File: src/rtl/ascon_dec_fsm.sv
// ascon_dec_fsm: Moore control FSM for ASCON-128 decryption.
// Steps the shared state datapath and the external round counter through
// initialisation, one associated-data block and NB_CT_BLOCKS ciphertext
// blocks. It finishes by reporting the result of the tag comparison.
//
// Optional feature: define ASCON_DEC_ABORT_EN to add abort_i. When abort_i
// is high in any busy state, the FSM returns to IDLE silently.
//
// Ports:
//   clock_i, reset_i      clock, synchronous active-high reset
//   round_i[3:0]          external round counter value
//   start_i               begin a decryption (sampled in IDLE only)
//   data_valid_i          AD/ciphertext word valid
//   data_ready_o          FSM can consume a word this cycle
//   tag_valid_i           expected tag present in comparator
//   tag_match_i           comparator result
//   input_select_o        load IV||K||N into state
//   ena_xor_up_o          XOR AD word into upper state word
//   ena_replace_o         replace upper state word with ciphertext
//   ena_xor_down_o        lower XOR enable
//   conf_xor_down_o[1:0]  00 key init, 01 domain sep, 10 key final, 11 tag
//   ena_reg_state_o       state register enable
//   init_a_o / init_b_o   load round counter with 0 / 6
//   ena_cpt_o             round counter enable
//   plain_valid_o         plaintext word valid
//   tag_ok_o / tag_fail_o authentication result pulses
//   end_o                 message finished pulse
//   busy_o                high outside IDLE
//   abort_i               (ASCON_DEC_ABORT_EN only) abandon current message
module ascon_dec_fsm #(
  parameter int unsigned NB_CT_BLOCKS = 3,
  parameter logic [3:0]  LAST_RND     = 4'hA
) (
  input  logic       clock_i,
  input  logic       reset_i,
  input  logic [3:0] round_i,
  input  logic       start_i,
  input  logic       data_valid_i,
  output logic       data_ready_o,
  input  logic       tag_valid_i,
  input  logic       tag_match_i,
`ifdef ASCON_DEC_ABORT_EN
  input  logic       abort_i,
`endif
  output logic       input_select_o,
  output logic       ena_xor_up_o,
  output logic       ena_replace_o,
  output logic       ena_xor_down_o,
  output logic [1:0] conf_xor_down_o,
  output logic       ena_reg_state_o,
  output logic       init_a_o,
  output logic       init_b_o,
  output logic       ena_cpt_o,
  output logic       plain_valid_o,
  output logic       tag_ok_o,
  output logic       tag_fail_o,
  output logic       end_o,
  output logic       busy_o
);

  localparam logic [3:0] LAST_BLK = 4'(NB_CT_BLOCKS - 1);

  typedef enum logic [4:0] {
    IDLE, LOAD, INIT_P, INIT_END, WAIT_A, ABS_A, PERM_A, SEP, WAIT_C,
    DEC, PERM_C, CT_END, FIN_KEY, PERM_F, FIN_TAG, CHECK, PASS, FAIL
  } state_t;

  typedef struct packed {
    logic       data_ready;
    logic       input_select;
    logic       ena_xor_up;
    logic       ena_replace;
    logic       ena_xor_down;
    logic [1:0] conf_xor_down;
    logic       ena_reg_state;
    logic       init_a;
    logic       init_b;
    logic       ena_cpt;
    logic       plain_valid;
    logic       tag_ok;
    logic       tag_fail;
    logic       end_p;
    logic       busy;
  } outs_t;

  state_t     state_q, state_d;
  logic [3:0] cnt_q, cnt_d;
  outs_t      outs_q, outs_d;

  // Next-state and block-counter logic
  always_comb begin
    state_d = state_q;
    cnt_d   = cnt_q;
    unique case (state_q)
      IDLE:     if (start_i) state_d = LOAD;
      LOAD:     begin state_d = INIT_P; cnt_d = '0; end
      INIT_P:   if (round_i == LAST_RND) state_d = INIT_END;
      INIT_END: state_d = data_valid_i ? ABS_A : WAIT_A;
      WAIT_A:   if (data_valid_i) state_d = ABS_A;
      ABS_A:    state_d = PERM_A;
      PERM_A:   if (round_i == LAST_RND) state_d = SEP;
      SEP:      state_d = data_valid_i ? DEC : WAIT_C;
      WAIT_C:   if (data_valid_i) state_d = DEC;
      DEC: begin
        cnt_d   = cnt_q + 4'd1;
        state_d = (cnt_q < LAST_BLK) ? PERM_C : FIN_KEY;
      end
      PERM_C:   if (round_i == LAST_RND) state_d = CT_END;
      CT_END:   state_d = data_valid_i ? DEC : WAIT_C;
      FIN_KEY:  state_d = PERM_F;
      PERM_F:   if (round_i == LAST_RND) state_d = FIN_TAG;
      FIN_TAG:  state_d = CHECK;
      CHECK:    if (tag_valid_i) state_d = tag_match_i ? PASS : FAIL;
      PASS:     state_d = IDLE;
      FAIL:     state_d = IDLE;
      default:  state_d = IDLE;
    endcase
`ifdef ASCON_DEC_ABORT_EN
    if (abort_i && (state_q != IDLE)) begin
      state_d = IDLE;
      cnt_d   = '0;
    end
`endif
  end

  // Output decode of the upcoming state, so registered outputs track state_q.
  // In DEC the counter value seen is the pre-increment one (cnt_d == next cnt_q).
  always_comb begin
    outs_d               = '0;
    outs_d.ena_reg_state = 1'b1;
    outs_d.busy          = 1'b1;
    unique case (state_d)
      IDLE:     begin outs_d.ena_reg_state = 1'b0; outs_d.busy = 1'b0; end
      LOAD:     begin outs_d.init_a = 1'b1; outs_d.ena_cpt = 1'b1; outs_d.input_select = 1'b1; end
      INIT_P:   outs_d.ena_cpt = 1'b1;
      INIT_END: begin
        outs_d.ena_xor_down = 1'b1; outs_d.conf_xor_down = 2'b00;
        outs_d.init_b = 1'b1; outs_d.ena_cpt = 1'b1; outs_d.data_ready = 1'b1;
      end
      WAIT_A:   begin outs_d.ena_reg_state = 1'b0; outs_d.data_ready = 1'b1; end
      ABS_A:    begin outs_d.ena_xor_up = 1'b1; outs_d.ena_cpt = 1'b1; end
      PERM_A:   outs_d.ena_cpt = 1'b1;
      SEP: begin
        outs_d.ena_xor_down = 1'b1; outs_d.conf_xor_down = 2'b01;
        outs_d.init_b = 1'b1; outs_d.ena_cpt = 1'b1; outs_d.data_ready = 1'b1;
      end
      WAIT_C:   begin outs_d.ena_reg_state = 1'b0; outs_d.data_ready = 1'b1; end
      DEC: begin
        outs_d.ena_replace = 1'b1; outs_d.plain_valid = 1'b1;
        outs_d.ena_cpt     = (cnt_d < LAST_BLK);
      end
      PERM_C:   outs_d.ena_cpt = 1'b1;
      CT_END:   begin outs_d.init_b = 1'b1; outs_d.ena_cpt = 1'b1; outs_d.data_ready = 1'b1; end
      FIN_KEY:  begin outs_d.ena_xor_down = 1'b1; outs_d.conf_xor_down = 2'b10; outs_d.init_a = 1'b1; end
      PERM_F:   outs_d.ena_cpt = 1'b1;
      FIN_TAG:  begin outs_d.ena_cpt = 1'b1; outs_d.ena_xor_down = 1'b1; outs_d.conf_xor_down = 2'b11; end
      CHECK:    outs_d.ena_reg_state = 1'b0;
      PASS:     begin outs_d.tag_ok = 1'b1; outs_d.end_p = 1'b1; end
      FAIL:     begin outs_d.tag_fail = 1'b1; outs_d.end_p = 1'b1; end
      default:  outs_d = '0;
    endcase
  end

  // State, counter and output registers
  always_ff @(posedge clock_i) begin
    if (reset_i) begin
      state_q <= IDLE;
      cnt_q   <= '0;
      outs_q  <= '0;
    end else begin
      state_q <= state_d;
      cnt_q   <= cnt_d;
      outs_q  <= outs_d;
    end
  end

  assign data_ready_o    = outs_q.data_ready;
  assign input_select_o  = outs_q.input_select;
  assign ena_xor_up_o    = outs_q.ena_xor_up;
  assign ena_replace_o   = outs_q.ena_replace;
  assign ena_xor_down_o  = outs_q.ena_xor_down;
  assign conf_xor_down_o = outs_q.conf_xor_down;
  assign ena_reg_state_o = outs_q.ena_reg_state;
  assign init_a_o        = outs_q.init_a;
  assign init_b_o        = outs_q.init_b;
  assign ena_cpt_o       = outs_q.ena_cpt;
  assign plain_valid_o   = outs_q.plain_valid;
  assign tag_ok_o        = outs_q.tag_ok;
  assign tag_fail_o      = outs_q.tag_fail;
  assign end_o           = outs_q.end_p;
  assign busy_o          = outs_q.busy;

endmodule

File: config.mk
export PLATFORM = sky130hd
export DESIGN_NAME = ascon_dec_fsm
export DESIGN_NICKNAME = d
export VERILOG_FILES = /design/src/rtl/ascon_dec_fsm.sv
export SDC_FILE = /design/constraint.sdc
export NUM_CORES = 1
export LEC_CHECK = 0
export ABC_AREA = 1
export BUFFER_PORTS_ARGS = -buffer_cell sky130_fd_sc_hd__buf_2
export CORE_ASPECT_RATIO = 1.5
export CORE_MARGIN = 2
export CORE_UTILIZATION = 50
export DETAILED_ROUTE_END_ITERATION = 7
export PLACE_DENSITY = 0.8
export SYNTH_ARGS = -nofsm -noshare
export SYNTH_HDL_FRONTEND = slang
export SYNTH_SLANG_ARGS = --single-unit
export TNS_END_PERCENT = 5
File: constraint.sdc
create_clock -name clock_i -period 1.9 [get_ports clock_i]
set_clock_uncertainty 0.15 [all_clocks]
set_input_delay 0.38 -clock clock_i [delete_from_list [all_inputs] [get_ports clock_i]]
set_output_delay 0.38 -clock clock_i [all_outputs]
set_load 0.05 [all_outputs]
==> reports/metrics.yaml <==
placed_design:
  port_buffers: 25
  dp_hpwl_um: 2588
  routabilityCongestion: 0.9676
timing:
  rsz0062_at_grt: "yes"
  hold_viol: 0
  finalCritPeriodShare: 1.021
  slew_headroom: 0.7062
  drv_slew: 0
  setup_viol: 2
  tightest_slew_ns: 0.4407
  fin_setup_tns_ns: -0.04206
  setup_slack_ns: -0.03914
  fmax_mhz: 515.7
  layout_min_cycle_time_ns: 1.939
die:
  core_area_sq_um: 2477
  start_util: 0.5318
  rows: 22
  io_pins: 26
  dieArea_sq_um: 3070
  die_h_um: 66.87
  die_width_um: 45.91
worst_setup_path:
  crit_path_cell_trace: "inv_2 > nand2_2 > nand2_1 > nand3_1 > nand2_1 > nor2_2 > nand2_2 > buf_4 > nand3b_1 > nand2_1 > inv_1 > nand3_1 > nor2_1 > nor2_1"
  max_stage_delay_ns: 0.41
  end_kind: "flop"
  path_max_fanout: 6
  cp_slowest_cell: "dfxtp_4"
  worstSetupPathType: "reg2reg"
  arrival_ns: 2.00
  cp-start-kind: "flop"
  crit_required_ns: 1.96
  cp_common_cell: "nand2_1"
cells_and_area:
  final_common_cell: "nand2_1"
  antenna_cells: 0
  final_layout_size_suffix_gt1_frac: 0.3819
  final_cell_mix: "nand2_1 (43), inv_1 (29), nor2_1 (27), buf_4 (26), buf_2 (25)"
  fillers: 196
  nets: 266
  syn2layout_area_growth_pct: 35.33
yosys:
  yosysSeqAreaShare: 0.3647
  synthCells: 202
  ys_types: 28
  syn_area_sq_um: 1318
  ys_ff_latch: 24
  synth_area_per_cell_sq_um: 6.522
  synth_nets: 213
  yosysWarnings: 0
clock_tree:
  cts_buffer_depth: 2
  clk_latency_ns: 0.32
  cts.clk_slew.worst_paths_ns: 0.13
  root_buffer: "clkbuf_4"
  cts_buffers: 3
  tritoncts: "done"
  clkSinkCount: 24
  htreeDepth: 1
hold_path:
  hold_path_class: "in2reg"
global_route:
  grt_pass1_wl_um: 5616
  grt_usage: 0.2516
  grt_max_degree: 25
  antenna_found_initial: 0
  gr-total-overflow: 0
  grt_pass1_vias: 1348
power:
  irDropWorstVdd_v: 0.0008141
  p_leak_nw: 0.9852
  power.density_nw_per_um2: 824.6
  power.total_mw: 1.470
detailed_routing:
  dr.pass1.iters: 4
  drc_errors: 0
  drtAntennaViolNets: 0
  vias: 1438
  viasPerCell: 5.173
  post_drt_wl_per_cell_um: 12.66
  drt-initial-drc-count: 41
  routed_wirelength_um: 3519
run_status:
  status: "finished, violations left"
  violations: "negative setup slack"
job:
  cap_viol_max_count: 0
==> routing by layer <==
layer / track usage / vias to the layer above / wire (um)
met5: 0 / - / 0
met4: 0.1893 / 0 / 150
met3: 0.02981 / 14 / 104
met2: 0.4184 / 32 / 1876
met1: 0.2759 / 652 / 1387
li1: - / 740 / -
==> metrics by stage <==
step	setup slack [ns]	util	hold slack, ns	instances	cell area (sq um)
2_1_floorplan	0.2260	-	0.2943	202	1318
3_3_place_gp	-0.01571	0.6520	0.3736	269	1615
3_5_place_dp	-0.03954	0.6520	0.3859	269	1615
4_1_cts	0.007217	0.6864	0.3198	274	1700
5_1_grt	-0.1161	0.7197	0.3303	278	1783
6_report	-0.03914	0.7197	0.3162	278	1783
==> logic make-up (layout without fill, tap and decap cells) <==
| family | after synthesis | count (layout) | share of synthesized area |
|---|---|---|---|
| flops | 24 | 24 | 0.3647 |
| buf+inv | 38 | 90 | 0.1111 |
| simple gates | 124 | 124 | 0.4416 |
| compound gates | 15 | 15 | 0.07313 |
| fa+ha+maj | 1 | 1 | 0.009495 |
==> flip-flops by register name, indices dropped and copies added (netlist names) <==
signal           flops
init_b_o             1
cnt_q                4
plain_valid_o        1
ena_reg_state_o      1
tag_fail_o           1
ena_cpt_o            1
data_ready_o         1
tag_ok_o             1
init_a_o             1
ena_xor_down_o       1
ena_xor_up_o         1
input_select_o       1
state_q              5
end_o                1
busy_o               1
conf_xor_down_o      2
==> worst paths after layout <==
kind / startpoint / endpoint / slack (ns) / depth (start not counted)
min: reset_i / cnt_q[1] / 0.32 / 2
max reg2reg: state_q[2] / busy_o / -0.04 / 14
min reg2reg: cnt_q[0] / cnt_q[0] / 0.40 / 1
max: state_q[2] / busy_o / -0.04 / 14
==> synth_stat cells (all sizes together) <==
cell type / instances / area (sq um)
ha: 1 / 12.51
buf: 1 / 7.510
nor3: 3 / 15.01
nand3b: 1 / 7.510
a21oi: 6 / 37.54
nor4: 3 / 18.77
nand3: 16 / 85.08
nand2: 51 / 204.0
nor2: 41 / 181.4
nor2b: 1 / 13.76
a31oi: 1 / 6.260
or2: 1 / 6.260
o211ai: 2 / 20.02
clkbuf: 2 / 7.510
nand4: 7 / 50.05
a211oi: 1 / 7.510
dfxtp: 24 / 480.5
o21ai: 5 / 25.02
inv: 35 / 131.4
==> report_power, final <==
part | total, mW | internal [mW] | switching [mW]
Sequential | 0.569 | 0.540 | 0.0286
Combinational | 0.534 | 0.195 | 0.339
Clock | 0.368 | 0.214 | 0.154
Total | 1.47 | 0.949 | 0.521
==> critical path, delay by kind of cell (launching register included) <==
| kind | cells | cell delay (ns) |
|---|---|---|
| and+or+nand+nor | 11 | 1.02 |
| DFF | 1 | 0.41 |
| buffers and inverters | 3 | 0.25 |
==> area by class of cell <==
class / count / area, sq um / share of cell area
clock buffer: 3 / 22.52 / 0.01263
inverter: 35 / 133.9 / 0.07509
timing repair buffer: 51 / 320.3 / 0.1796
multi-input combinational: 140 / 747.0 / 0.4189
clock inverter: 1 / 30.03 / 0.01684
sequential: 24 / 499.2 / 0.2800
tap: 24 / 30.03 / 0.01684
==> repair_timing <==
item,4_1_cts,5_1_grt
pin swaps,1,8
endpoints found under the hold margin,0,0
endpoints found under the setup margin,4,9
buffers inserted,1,4
gates resized for setup,11,18
hold buffers,0,0
Note: power is estimated with default switching activity, not from simulation.
